**config.mk**
```make
export PLATFORM = sky130hd
export DESIGN_NAME = door_lock_ctrl
export DESIGN_NICKNAME = d
export VERILOG_FILES = /design/src/rtl/door_lock_ctrl.sv
export SDC_FILE = /design/constraint.sdc
export NUM_CORES = 1
export LEC_CHECK = 0
export CELL_PAD_IN_SITES_DETAIL_PLACEMENT = 0
export CELL_PAD_IN_SITES_GLOBAL_PLACEMENT = 1
export CORE_MARGIN = 5
export CORE_UTILIZATION = 36
export DETAILED_ROUTE_END_ITERATION = 8
export PLACE_DENSITY_LB_ADDON = 0.08
export SYNTH_ARGS = -nofsm -noshare
export SYNTH_HDL_FRONTEND = slang
export SYNTH_SLANG_ARGS = --single-unit
```
**constraint.sdc**
```tcl
create_clock -name clk -period 1.9 [get_ports clk]
set_input_delay 0.38 -clock clk [delete_from_list [all_inputs] [get_ports clk]]
set_output_delay 0.38 -clock clk [all_outputs]
set_load 0.02 [all_outputs]
```
**src/rtl/door_lock_ctrl.sv**
```systemverilog
// door_lock_ctrl: keypad code comparator with timed unlock, error and timeout handling.
// Define DOOR_LOCKOUT_EN to add the consecutive-failure counter and LOCKOUT state.
module door_lock_ctrl #(
  parameter int BTN_W    = 4,
  parameter int CODE_LEN = 4,
  parameter int TIMEOUT  = 10,
  parameter int OPEN_CYC = 8,
  parameter int ERR_CYC  = 4,
  parameter int MAX_FAIL = 3,
  parameter int LOCK_CYC = 32
) (
  input  logic                      clk,
  input  logic                      reset,
  input  logic [BTN_W-1:0]          btn,
  input  logic [CODE_LEN*BTN_W-1:0] code,
  output logic                      y,
  output logic                      green,
  output logic                      red,
  output logic                      locked
);

  localparam int MAX_A   = (TIMEOUT > OPEN_CYC) ? TIMEOUT : OPEN_CYC;
  localparam int MAX_B   = (ERR_CYC > LOCK_CYC) ? ERR_CYC : LOCK_CYC;
  localparam int MAX_CYC = (MAX_A > MAX_B) ? MAX_A : MAX_B;
  localparam int CNT_W   = $clog2(MAX_CYC) + 1;
  localparam int IDX_W   = (CODE_LEN > 1) ? $clog2(CODE_LEN) : 1;

  localparam logic [CNT_W-1:0] TO_LAST   = CNT_W'(TIMEOUT - 1);
  localparam logic [CNT_W-1:0] OPEN_LAST = CNT_W'(OPEN_CYC - 1);
  localparam logic [CNT_W-1:0] ERR_LAST  = CNT_W'(ERR_CYC - 1);
  localparam logic [IDX_W-1:0] IDX_LAST  = IDX_W'(CODE_LEN - 1);

`ifdef DOOR_LOCKOUT_EN
  localparam int FAIL_W = $clog2(MAX_FAIL + 1);
  localparam logic [FAIL_W-1:0] FAIL_MAX  = FAIL_W'(MAX_FAIL);
  localparam logic [CNT_W-1:0]  LOCK_LAST = CNT_W'(LOCK_CYC - 1);

  typedef enum logic [2:0] {S_IDLE, S_ENTRY, S_OPEN, S_ERROR, S_LOCKOUT} state_e;
`else
  typedef enum logic [1:0] {S_IDLE, S_ENTRY, S_OPEN, S_ERROR} state_e;
`endif

  state_e             state_q, state_d;
  logic [BTN_W-1:0]   btn_q, btn_d;
  logic [IDX_W-1:0]   idx_q, idx_d;
  logic               mm_q, mm_d;
  logic [CNT_W-1:0]   cnt_q, cnt_d;
`ifdef DOOR_LOCKOUT_EN
  logic [FAIL_W-1:0]  fail_q, fail_d;
`endif

  logic               acc;
  logic [BTN_W-1:0]   digit;
  logic               digit_bad;
  logic               mm_all;

  // A zero code digit is never matched, even though btn can't be 0 when acc is set.
  always_comb begin
    acc       = (btn != '0) && (btn != btn_q);
    digit     = code[idx_q*BTN_W +: BTN_W];
    digit_bad = (digit == '0) || (btn != digit);
    mm_all    = mm_q | digit_bad;
  end

  always_comb begin
    state_d = state_q;
    btn_d   = btn;
    idx_d   = idx_q;
    mm_d    = mm_q;
    cnt_d   = cnt_q;
`ifdef DOOR_LOCKOUT_EN
    fail_d  = fail_q;
`endif

    case (state_q)
      S_IDLE: begin
        if (acc) begin
          cnt_d = '0;
          if (CODE_LEN == 1) begin
            state_d = digit_bad ? S_ERROR : S_OPEN;
            idx_d   = '0;
            mm_d    = 1'b0;
          end else begin
            state_d = S_ENTRY;
            idx_d   = IDX_W'(1);
            mm_d    = digit_bad;
          end
        end
      end

      S_ENTRY: begin
        if (acc) begin
          cnt_d = '0;
          if (idx_q == IDX_LAST) begin
            state_d = mm_all ? S_ERROR : S_OPEN;
            idx_d   = '0;
            mm_d    = 1'b0;
          end else begin
            idx_d = idx_q + 1'b1;
            mm_d  = mm_all;
          end
        end else if (cnt_q == TO_LAST) begin
          state_d = S_ERROR;
          cnt_d   = '0;
          idx_d   = '0;
          mm_d    = 1'b0;
        end else begin
          cnt_d = cnt_q + 1'b1;
        end
      end

      S_OPEN: begin
        if (cnt_q == OPEN_LAST) begin
          state_d = S_IDLE;
          cnt_d   = '0;
        end else begin
          cnt_d = cnt_q + 1'b1;
        end
      end

      S_ERROR: begin
        if (cnt_q == ERR_LAST) begin
          cnt_d   = '0;
`ifdef DOOR_LOCKOUT_EN
          state_d = (fail_q == FAIL_MAX) ? S_LOCKOUT : S_IDLE;
`else
          state_d = S_IDLE;
`endif
        end else begin
          cnt_d = cnt_q + 1'b1;
        end
      end

`ifdef DOOR_LOCKOUT_EN
      S_LOCKOUT: begin
        if (cnt_q == LOCK_LAST) begin
          state_d = S_IDLE;
          cnt_d   = '0;
          fail_d  = '0;
        end else begin
          cnt_d = cnt_q + 1'b1;
        end
      end
`endif

      default: begin
        state_d = S_IDLE;
        idx_d   = '0;
        mm_d    = 1'b0;
        cnt_d   = '0;
      end
    endcase

`ifdef DOOR_LOCKOUT_EN
    // Failure is counted once, on the transition into ERROR.
    if (state_d == S_ERROR && state_q != S_ERROR && fail_q != FAIL_MAX) begin
      fail_d = fail_q + 1'b1;
    end
    if (state_d == S_OPEN) begin
      fail_d = '0;
    end
`endif
  end

  always_ff @(posedge clk or negedge reset) begin
    if (!reset) begin
      state_q <= S_IDLE;
      btn_q   <= '0;
      idx_q   <= '0;
      mm_q    <= 1'b0;
      cnt_q   <= '0;
`ifdef DOOR_LOCKOUT_EN
      fail_q  <= '0;
`endif
    end else begin
      state_q <= state_d;
      btn_q   <= btn_d;
      idx_q   <= idx_d;
      mm_q    <= mm_d;
      cnt_q   <= cnt_d;
`ifdef DOOR_LOCKOUT_EN
      fail_q  <= fail_d;
`endif
    end
  end

  always_comb begin
    y     = (state_q == S_OPEN);
    green = (state_q == S_OPEN);
`ifdef DOOR_LOCKOUT_EN
    red    = (state_q == S_ERROR) || (state_q == S_LOCKOUT);
    locked = (state_q == S_LOCKOUT);
`else
    red    = (state_q == S_ERROR);
    locked = 1'b0;
`endif
  end

endmodule

```
### Yosys cells after proc, flatten, opt, wreduce, memory -nomap -nowiden

Index checks and enable logic that the tools add are counted.
W data, S select, Z words.

* flip-flop bits (word level): 15
* bits of input ports: 22

* add/sub/neg operators: 2
* equality and inequality tests: 14
* shift operators: 1
* muxes and demuxes: 23
* bitwise operators: 1
* reductions and logical operators: 8

Operators by type and width (count)
* $mux W6: 5
* $pmux W6 S4: 1
* $mux W2: 9
* $shiftx A16 B5 Y4: 1
* $ne A4 B4 Y1: 2
* $pmux W2 S4: 1
* $add A6 B1 Y6 const B: 1
* $eq A2 B2 Y1 const B: 3
* $eq A6 B2 Y1 const B: 1
* $eq A6 B3 Y1 const B: 1
* $eq A6 B4 Y1 const B: 1
* $ne A3 B3 Y1 const B: 2
* $mux W1: 5
* $reduce_and A5 Y1: 1
* $logic_not A4 Y1: 1
* $ne A2 B1 Y1 const B: 2
* $pmux W2 S2: 1
* $reduce_bool A4 Y1: 1
* $reduce_and A3 Y1: 1
* $add A2 B1 Y2 const B: 1
* $eq A2 B1 Y1 const B: 1
* $logic_not A2 Y1: 1
* $ne A2 B2 Y1 const B: 1
* $pmux W1 S2: 1
* 4 further kinds: 4

### Longest topological paths before layout

* word-level depth: 8
* mapped depth: 7
* depth with buffers taken out: 7

### Least setup slack after synthesis

No wires, ideal clock.

* kind: reg-to-reg
* from: register cnt_q[0]
* to: register state_q[0]
* setup time: 139 ps
* data arrival time: 1617 ps
* path slack: 145 ps
* cell stages (with the launch flop): 7
* clock period less this slack: 1755 ps
* cells stage by stage: dfrtp_1 ha_1 or4b_1 o21ai_1 nand2_1 nor4b_2 a221oi_2

* longest elaborated chain between the ends: 3

RTL lines
* start: declaration: line 47 `logic [CNT_W-1:0] cnt_q, cnt_d;`
* start signal: assignment: line 180 `cnt_q <= cnt_d;`
* $eq A6 B4 Y1, or another cell as far along: line 102 `end else if (cnt_q == TO_LAST) begin`
* $ne A3 B3 Y1 (no source line) or $ne A2 B1 Y1 (tied branches)
* $reduce_and A5 Y1 (no source line) (*)
* end signal: assignment: line 176 `state_q <= state_d;`
* end: declaration: line 43 `state_e state_q, state_d;`

Mark *: on every way between the ends. The rest lies on a longest branch, timed or not.
A chain may end at the register's enable or synchronous reset.

### Final worst setup path

* from: register cnt_q[1]
* to: register cnt_q[5]

* longest elaborated chain between the ends: 4

RTL lines
* $add A6 B1 Y6 or $eq A6 B4 Y1 (tied branches)
* $mux W6: line 102
* $mux W6: line 92 `if (acc) begin`
* $pmux W6 S4 (*): line 75 `case (state_q)`

Marked as above.

==> flow_summary_export.csv <==
group,metric,value,unit
routing,drtIter0Drc,26,
setup_path,crit_type,"register to register",
global_route,grt_util_met1,17.85,%
synth,yosysTopAreaCell,"dfrtp_1",
layout,antenna-diode-count,0,
cts,clk_pin_slew_worst_paths,0.10,ns
floorplanning,pin_count,26,
layout,drive_above_1_share,24.22,%
global_route,antenna_found_initial,0,
setup_path,crit_buf_inv,1,
synth,syn-cell-area,1090,µm²
cts,clock-sinks,15,
setup_path,required,2.06,ns
floorplanning,rows,20,
cts,clockBufferDepth,2,
global_route,grt_pass1_wl,4367,µm
layout,finalNetCount,187,
synth,synth_seq_cells,15,
setup_path,cp_max_fo,6,
power_and_ir_drop,p_leak,0.6428,nW
global_route,use_met2,20.31,%
place,place_worst_setup_slack,-0.2355,ns
global_route,met3_usage,3.120,%
synth,synth_top_area_share,34.44,%
sta,rsz0062_at_grt,"true",
sta,hold_viol_final,0,
setup_path,startpoint_type,"register",
global_route,grt_start_max_net_pins,16,
global_route,grt_pass1_vias,1003,
synth,syn_nets,144,
layout,synthToLayoutAreaGrowth,41.79,%
routing,first_pass_iters,5,
global_route,top_usage_layer,"met2",
layout,layout_common_cells,"clkdlybuf4s50_1 (22), buf_4 (22), dfrtp_1 (13), nand2_1 (10)",
global_route,track_usage,13.17,%
synth,synth.avg_cell_area,9.158,µm²
place,place_area,1485,µm²
floorplanning,die_area,4228,µm²
floorplanning,die_y,65.02,µm
setup_path,crit_chain,"ha_1, or4b_4, o21ai_4, o31ai_2, buf_4, a41oi_1, a31oi_1",
cts,cts_hold_buffers,0,
routing,postRouteAntennaNets,0,
sta,setup_viol,0,
sta,fin_worst_skew,0.006097,ns
synth,ys_warn_count,0,
cts,cts_buffers,3,
routing,wirelength,2600,µm
cts,clkLatencyLatePin,0.28,ns
floorplanning,die_w,65.02,µm
place,gp_congestion,0.7963,
place,portBuffers,24,
synth,synth_cells,119,
synth,ys_seq_area_share,34.44,%
power_and_ir_drop,power_density,432.2,nW/µm²
sta,holdWs,0.4044,ns
floorplanning,start_util,36.60,%
sta,post-route-min-period,1.832,ns
setup_path,cp_slowest_cell,"or4b_4",
setup_path,rr_worst_depth,7,
cts,htree_levels,1,
sta,maxSlewViolCount,0,
synth,ys_top_cells_by_area,"dfrtp_1 (34%), xnor2_1 (4.8%), mux2i_1 (4.6%)",
global_route,globalRouteOverflowTotal,0,
setup_path,reg2reg_slack,0.07,ns
cts,post_cts_buffers,0,
sta,setup_slack,0.06758,ns
min_path,worstHoldPathType,"input port to async pin",
cts,tritoncts,"done",
place,dp_cells,190,
status,outcome,"finished clean",
layout,final_util,51.89,%
sta,min_period_over_period,96.44,%
sta,fmax,545.7,MHz
setup_path,crit_path_max_incr_delay,0.51,ns
setup_path,worst_ep_arrival_time,1.99,ns
routing,post_drt_wl_per_cell,13.40,µm
routing,routed-via-count,1005,
setup_path,r2r_end,"cnt_q[5]$_DFFE_PN0P_",
layout,final_cells,194,
routing,viasPerCell,5.180,
power_and_ir_drop,ir_drop,0.2107,mV
routing,route.detailed.drc,0,
setup_path,crit_family,"compound AO/OA/AOI/OAI gates",
cts,root_buffer,"clkbuf_4",
place,dp_hpwl,2100,µm
setup_path,timing.rr.start,"cnt_q[1]$_DFFE_PN0P_",
layout,design_area,1545,µm²
floorplanning,core_area,2978,µm²
setup_path,crit_path_end_kind,"register",
run,maxCapViolations,0,
synth,yosysUniqueCellTypes,40,
report_power, final:
group | total, mW | switching [mW] | internal [mW]
Combinational | 0.153 | 0.0645 | 0.0886
Sequential | 0.331 | 0.00532 | 0.326
Clock | 0.183 | 0.105 | 0.0780
Total | 0.668 | 0.175 | 0.493
Yosys cell counts, drive strengths merged:
cell type   n
dfrtp      15
nand2      10
o21ai       9
a21oi       6
buf         6
inv         6
nor2        6
xnor2       6
mux2i       5
and2        4
nand3       4
a221oi      3
a31oi       3
ha          3
nor2b       3
nor4        3
o211ai      3
xor2        3
a41oi       2
clkbuf      2
mux4        2
nor3        2
nor3b       2
o22ai       2
o31ai       2
and3        1
conb        1
nand2b      1
nand3b      1
nor4b       1
or3         1
or4b        1
registers in the layout, indices dropped and copies added, names as in the netlist:
| name | count |
|---|---|
| btn_q | 4 |
| cnt_q | 6 |
| idx_q | 2 |
| mm_q | 1 |
| state_q | 2 |
worst max path at each step:
| stage | depth (start not counted) | slack, ns | from | end |
|---|---|---|---|---|
| 2_1_floorplan | 6 | 0.14 | cnt_q[0]$_DFFE_PN0P_ | state_q[0]$_DFFE_PN0P_ |
| 3_3_place_gp | 7 | -0.23 | btn[2] | cnt_q[2]$_DFFE_PN0P_ |
| 3_5_place_dp | 8 | -0.24 | btn[1] | idx_q[1]$_DFFE_PN0P_ |
| 4_1_cts | 7 | 0.007 | cnt_q[1]$_DFFE_PN0P_ | cnt_q[5]$_DFFE_PN0P_ |
| 5_1_grt | 7 | -0.02 | cnt_q[0]$_DFFE_PN0P_ | cnt_q[5]$_DFFE_PN0P_ |
| 6_report | 7 | 0.07 | cnt_q[1]$_DFFE_PN0P_ | cnt_q[5]$_DFFE_PN0P_ |
metal layers:
metal	share of wire, %	wire [µm]	vias up
li1	-	-	517
met1	48	1245	470
met2	47	1221	16
met3	4.4	114	2
met4	0.69	18	0
met5	0	0	-
cell families (layout without fill, tap and decap cells):
kind of cell               count (synthesis)  in the layout  share of synthesized area [%]
AOI/OAI and AO/OA                         30             30                          18.25
xor gates and xnor gates                   9              9                          7.233
adders and majority gates                  3              3                          3.445
buffers and inverters                     14             56                          6.774
DFF                                       15             15                          34.44
muxes                                      7              7                          8.725
other                                      1              1                         0.3441
and+or+nand+nor                           40             40                          20.78
worst reg2reg max path, delay by kind of cell, from the launching register on:
family / cells / cell delay (ns)
AOI/OAI and AO/OA: 4 / 0.53
adders and majority gates: 1 / 0.17
buffers and inverters: 1 / 0.16
DFF: 1 / 0.36
and+or+nand+nor: 1 / 0.51
stage by stage:
stage	TNS, ns	total power, mW
floorplan	0	0.4009
finish	0	0.6678
CTS	0	0.6791
global placement	-1.772	0.4872
global route	-0.02433	0.7107
detailed placement	-2.030	0.4892
what timing repair did:
item	in CTS	in global routing
pin swaps	0	1
setup endpoints to repair	2	12
gates resized for setup	2	7
area by class of cell:
cell class	instances	area, µm²
multi-input cells	90	669.4
well taps	33	41.29
clock buffers	3	22.52
repair buffers	46	406.6
flip-flops and latches	15	377.9
inverters	6	22.52
fillers	298	1433
clock inverters	1	5.005
Power figures use the tool's default switching activity.
